[config.mk]
export PLATFORM = sky130hd
export DESIGN_NAME = mem_port_arbiter
export DESIGN_NICKNAME = d
export VERILOG_FILES = /design/src/rtl/mem_port_arbiter.sv
export SDC_FILE = /design/constraint.sdc
export NUM_CORES = 1
export LEC_CHECK = 0
export ABC_AREA = 1
export BUFFER_PORTS_ARGS = -buffer_cell sky130_fd_sc_hd__clkbuf_2
export CORE_UTILIZATION = 53
export CTS_BUF_LIST = sky130_fd_sc_hd__clkbuf_16
export CTS_CLUSTER_DIAMETER = 120
export CTS_CLUSTER_SIZE = 12
export DETAILED_ROUTE_END_ITERATION = 12
export PLACE_DENSITY = 0.88
export SKIP_LAST_GASP = 1
export SYNTH_ARGS = -nofsm -noshare
export SYNTH_HDL_FRONTEND = slang
export SYNTH_SLANG_ARGS = --single-unit
[constraint.sdc]
create_clock -name clk -period 8.2 [get_ports clk]
set_input_delay 2.46 -clock clk [delete_from_list [all_inputs] [get_ports clk]]
set_output_delay 2.46 -clock clk [all_outputs]
set_load 0.02 [all_outputs]
[src/rtl/mem_port_arbiter.sv]
// rtl/mem_port_arbiter.sv - fetch/data arbiter for a single-ported fixed-latency memory
// Ports:
//   clk, rst                    clock, asynchronous active-high reset
//   i_req/i_addr -> i_rdata/i_ack                 fetch port (read-only)
//   d_re/d_we/d_addr/d_wdata -> d_rdata/d_ack     data port (load/store)
//   stall_if, stall_mem         combinational pipeline freezes while a request is unanswered
//   mem_en/mem_we/mem_addr/mem_wdata -> mem_rdata memory side; mem_rdata valid in last mem_en cycle
module mem_port_arbiter #(
   parameter int ADDR_W  = 16,
   parameter int DATA_W  = 16,
   parameter int MEM_LAT = 4
) (
   input  logic              clk,
   input  logic              rst,
   input  logic              i_req,
   input  logic [ADDR_W-1:0] i_addr,
   output logic [DATA_W-1:0] i_rdata,
   output logic              i_ack,
   input  logic              d_re,
   input  logic              d_we,
   input  logic [ADDR_W-1:0] d_addr,
   input  logic [DATA_W-1:0] d_wdata,
   output logic [DATA_W-1:0] d_rdata,
   output logic              d_ack,
   output logic              stall_if,
   output logic              stall_mem,
   output logic              mem_en,
   output logic              mem_we,
   output logic [ADDR_W-1:0] mem_addr,
   output logic [DATA_W-1:0] mem_wdata,
   input  logic [DATA_W-1:0] mem_rdata
);

   typedef enum logic [1:0] {IDLE, BUSY_I, BUSY_D, ACK} state_t;

   localparam logic [3:0] CNT_INIT = 4'(MEM_LAT - 1);

   state_t            state_q, state_d;
   logic [3:0]        cnt_q, cnt_d;
   logic              last_grant_q, last_grant_d;   // 1: most recent grant went to the data port
   logic              i_ack_q, i_ack_d;
   logic              d_ack_q, d_ack_d;
   logic [DATA_W-1:0] i_rdata_q, i_rdata_d;
   logic [DATA_W-1:0] d_rdata_q, d_rdata_d;
   logic              mem_en_q, mem_en_d;
   logic              mem_we_q, mem_we_d;
   logic [ADDR_W-1:0] mem_addr_q, mem_addr_d;
   logic [DATA_W-1:0] mem_wdata_q, mem_wdata_d;

   logic d_pend;
   logic grant_d;

   assign d_pend = d_re | d_we;
   // Data wins when alone, or under contention when fetch won last; this
   // alternates the ports so neither starves.
   assign grant_d = d_pend && (!i_req || !last_grant_q);

   always_comb begin
      state_d      = state_q;
      cnt_d        = cnt_q;
      last_grant_d = last_grant_q;
      i_ack_d      = i_ack_q;
      d_ack_d      = d_ack_q;
      i_rdata_d    = i_rdata_q;
      d_rdata_d    = d_rdata_q;
      mem_en_d     = mem_en_q;
      mem_we_d     = mem_we_q;
      mem_addr_d   = mem_addr_q;
      mem_wdata_d  = mem_wdata_q;
      case (state_q)
         IDLE: begin
            if (d_pend || i_req) begin
               mem_en_d     = 1'b1;
               cnt_d        = CNT_INIT;
               last_grant_d = grant_d;
               if (grant_d) begin
                  state_d    = BUSY_D;
                  mem_addr_d = d_addr;
                  // A simultaneous read+write request is treated as a write.
                  mem_we_d   = d_we;
                  if (d_we) mem_wdata_d = d_wdata;
               end else begin
                  state_d    = BUSY_I;
                  mem_addr_d = i_addr;
                  mem_we_d   = 1'b0;
               end
            end
         end
         BUSY_I, BUSY_D: begin
            if (cnt_q == 4'd0) begin
               mem_en_d = 1'b0;
               mem_we_d = 1'b0;
               state_d  = ACK;
               if (state_q == BUSY_I) begin
                  i_ack_d   = 1'b1;
                  i_rdata_d = mem_rdata;
               end else begin
                  d_ack_d = 1'b1;
                  // mem_we_q still reflects the access in flight here.
                  if (!mem_we_q) d_rdata_d = mem_rdata;
               end
            end else begin
               cnt_d = cnt_q - 4'd1;
            end
         end
         ACK: begin
            i_ack_d = 1'b0;
            d_ack_d = 1'b0;
            state_d = IDLE;
         end
         default: state_d = IDLE;
      endcase
   end

   always_ff @(posedge clk or posedge rst) begin
      if (rst) begin
         state_q      <= IDLE;
         cnt_q        <= 4'd0;
         last_grant_q <= 1'b0;
         i_ack_q      <= 1'b0;
         d_ack_q      <= 1'b0;
         i_rdata_q    <= '0;
         d_rdata_q    <= '0;
         mem_en_q     <= 1'b0;
         mem_we_q     <= 1'b0;
         mem_addr_q   <= '0;
         mem_wdata_q  <= '0;
      end else begin
         state_q      <= state_d;
         cnt_q        <= cnt_d;
         last_grant_q <= last_grant_d;
         i_ack_q      <= i_ack_d;
         d_ack_q      <= d_ack_d;
         i_rdata_q    <= i_rdata_d;
         d_rdata_q    <= d_rdata_d;
         mem_en_q     <= mem_en_d;
         mem_we_q     <= mem_we_d;
         mem_addr_q   <= mem_addr_d;
         mem_wdata_q  <= mem_wdata_d;
      end
   end

   assign i_ack     = i_ack_q;
   assign d_ack     = d_ack_q;
   assign i_rdata   = i_rdata_q;
   assign d_rdata   = d_rdata_q;
   assign mem_en    = mem_en_q;
   assign mem_we    = mem_we_q;
   assign mem_addr  = mem_addr_q;
   assign mem_wdata = mem_wdata_q;
   assign stall_if  = i_req && !i_ack_q;
   assign stall_mem = d_pend && !d_ack_q;

endmodule

==> summary.txt <==
Run status
  – Status: complete, but fails checks
  – Failing checks: design-rule violations

Global routing
  – Overall global routing resource usage: 24.5%
  – Largest net degree at the start of global routing: 76
  – Total grt overflow: 0
  – First-pass GRT wire length: ~14000 um
  – Initial antenna violation count: 0
  – Vias in the first global route: between 3k and 4k

Layout
  – Final std cells w/o fill: 665
  – Area Growth Syn to Fin: 26.5%
  – Final #Nets: 658
  – Final core occ: between 70% and 80%
  – Ant diodes: 0
  – Layout cells sized above 1: about 29%
  – Design Area, Final: 4580 um2
  – Fillers: roughly 520

Synthesis
  – Syn Nets: approximately 520
  – Post-synth EDFFs: 0
  – Yosys top cell area share: 51.8%
  – #FFs+latches synth: 75
  – Cells after synthesis: 449
  – Register area share after synthesis: between 50% and 60%
  – Synth Warn #: 0
  – Yosys top cell by area: dfrtp_1
  – Synth async-reset ratio: between 90% and 100%
  – Avg Cell Area, Syn: 8.07 um2
  – Dominant synthesized flop cell: dfrtp_1
  – Top post-synthesis cells by area: dfrtp_1 (52%), nand2_1 (21%), nand3_1 (7.9%)
  – Cell area after synthesis: 3620 um2
  – Most common cell in the netlist: nand2_1
  – Post-synth top cells: nand2_1 (203), dfrtp_1 (75), nand3_1 (57)
  – Yosys cell types: 27

Placement
  – IO buf count: ~140
  – Hpwl dp: roughly 6000 um
  – Placed cell area: about 4300 um2
  – Dpl ws: about 2700 ps
  – GP Congestion: 0.811
  – DP Cell Count: ~650

Floorplan
  – Die Area: just over 7000 um2
  – Initial Util: a little under three fifths
  – Floorplan row count: 29
  – Io pins: between 100 and 150
  – Die X: 84.7 um
  – Die Ht: 84.7 um
  – Core area: 6460 um2

Detailed routing
  – DRC viols: 9
  – 1st-iter DRT viols: ~190
  – Number of antenna-violating nets in the routed design: 0
  – Vias/cell: between 5 and 6
  – DR vias: between 3k and 4k
  – Router iterations before antenna repair: 9
  – DR WL met3: 453 um
  – Drt wl/cell: 12.6 um
  – Met1 wire length: 3320 um
  – Metal2 WL: roughly 4400 um
  – Top Metal Used: met4
  – DRT Wirelength: 8390 um

CTS
  – CTS tree: yes
  – Htree depth: 3
  – Sink Count: between 70 and 80
  – TritonCTS buffer count: 9
  – Root Driver: clkbuf_16
  – Clock buffer depth: 2
  – Setup Buffers After CTS: 0
  – Post-cts sizing count: 0
  – Skew-Pair Late Insertion Delay: approximately 330 ps
  – Hold_buf cts: 0
  – CTS clk-pin slew, worst paths: around 60 ps

Setup path
  – Crit path max fanout: 4
  – Most frequent CP cell: clkbuf_2
  – WP data arrival: about 3000 ps
  – CP top delay family: buffers and inverters
  – Crit. End Element: output port
  – Element type at the critical path start: input port
  – Cell Chain, Critical Path: clkbuf_2, nor2_4, nor2_1, clkbuf_2
  – Worst path buffer plus inverter count: 2
  – Slowest stage delay, CP: roughly 200 ps
  – Critical path class: in2out
  – CP required: about 5700 ps
  – Slowest-stage cell, CP: nor2_4

Timing
  – Clk_skew: about 8.2 ps
  – RSZ-0062 raised after global routing: no
  – Max-slew violations: 0
  – Crit path time final: between 5000 and 6000 ps
  – Final setup margin: 2740 ps
  – Final hold violation count: 0
  – Fin Setup TNS: 0 ps
  – Slew of the pin with the lowest slew margin: about 940 ps
  – Hold WS: roughly 470 ps
  – Slew HR: 37.5%
  – Tcrit/Tclk final: between 60 and 70%
  – Final setup vio count: 0
  – Highest Clock Rate: 183 MHz

Pwr
  – Leak pwr: roughly 2.7 nW
  – Pwr dens: between 400 and 500 nW/um2
  – Power Total: a little over 2 mW
  – VDD IR-drop max: about 0.22 mV

Min path
  – Worst hold path class: reg2reg

Job
  – Max Cap Viol: 0
==> final cells by class <==
class                   instances  area (um2)  area share, %
clock buffers                   9         225           4.91
clock inverters                 7        61.3           1.34
inverters                      50         198           4.31
multi-input cells             308        1430           31.1
flip-flops and latches         75        1880           41.0
well taps                      77        96.3           2.10
repair buffers                139         698           15.2
==> power breakdown <==
part	internal [mW]	leakage, nW	switching, mW
Sequential	0.558	0.904	0.106
Clock	0.231	0.141	0.142
Combinational	0.303	1.66	0.692
Total	1.09	2.71	0.941
==> routing by layer <==
layer,GRT usage [%],up-vias
met1,28.3,1611
met5,0,-
met3,3.74,19
met2,44.3,112
met4,12.3,0
li1,-,1655
==> sequential cells by signal (all words and copies together), names as in the netlist <==
signal        count
mem_addr         16
d_rdata          16
last_grant_q      1
d_ack             1
mem_en            1
mem_wdata        16
cnt_q             4
mem_we            1
state_q           2
i_rdata          16
i_ack             1
==> cell families after synthesis <==
| logic type | after synthesis | share of synthesized area, % |
|---|---|---|
| buffers and inverters | 66 | 8.77 |
| flip-flops | 75 | 51.8 |
| AND/OR/NAND/NOR | 282 | 34.5 |
| adder cells (fa/ha/maj) | 6 | 2.07 |
| AO/OA/AOI/OAI | 20 | 2.87 |
==> final timing paths <==
kind,end,cells after the start,from,slack [ps]
max in group asynchronous,mem_wdata[4],3,rst,5190
setup reg to reg,d_rdata[6],7,state_q[0],6130
hold / removal,mem_wdata[14],2,mem_wdata[14],470
min in group asynchronous,d_rdata[12],3,rst,2400
hold reg to reg,mem_wdata[14],2,mem_wdata[14],470
setup / recovery,stall_mem,4,d_re,2740
==> worst min-delay path: stages (launching register included) <==
cell,delay [ps]
dfrtp_1,340
nand2_1,50
nand2_1,50
==> cells in the final DEF, fill, tap and decap left out, types with 2 or more instances in the layout <==
cell type,Yosys,routed
nand2_1,203,203
a21oi_1,2,2
clkbuf_16,0,9
inv_1,47,48
o21ai_0,17,17
dfrtp_1,75,75
nor2_4,4,4
nand2_2,3,3
nor2_1,6,6
inv_2,1,2
nand2_8,2,2
nand3_1,57,57
clkinvlp_4,0,2
clkbuf_2,1,138
ha_1,6,6
Note: power is estimated with default switching activity, not from simulation.
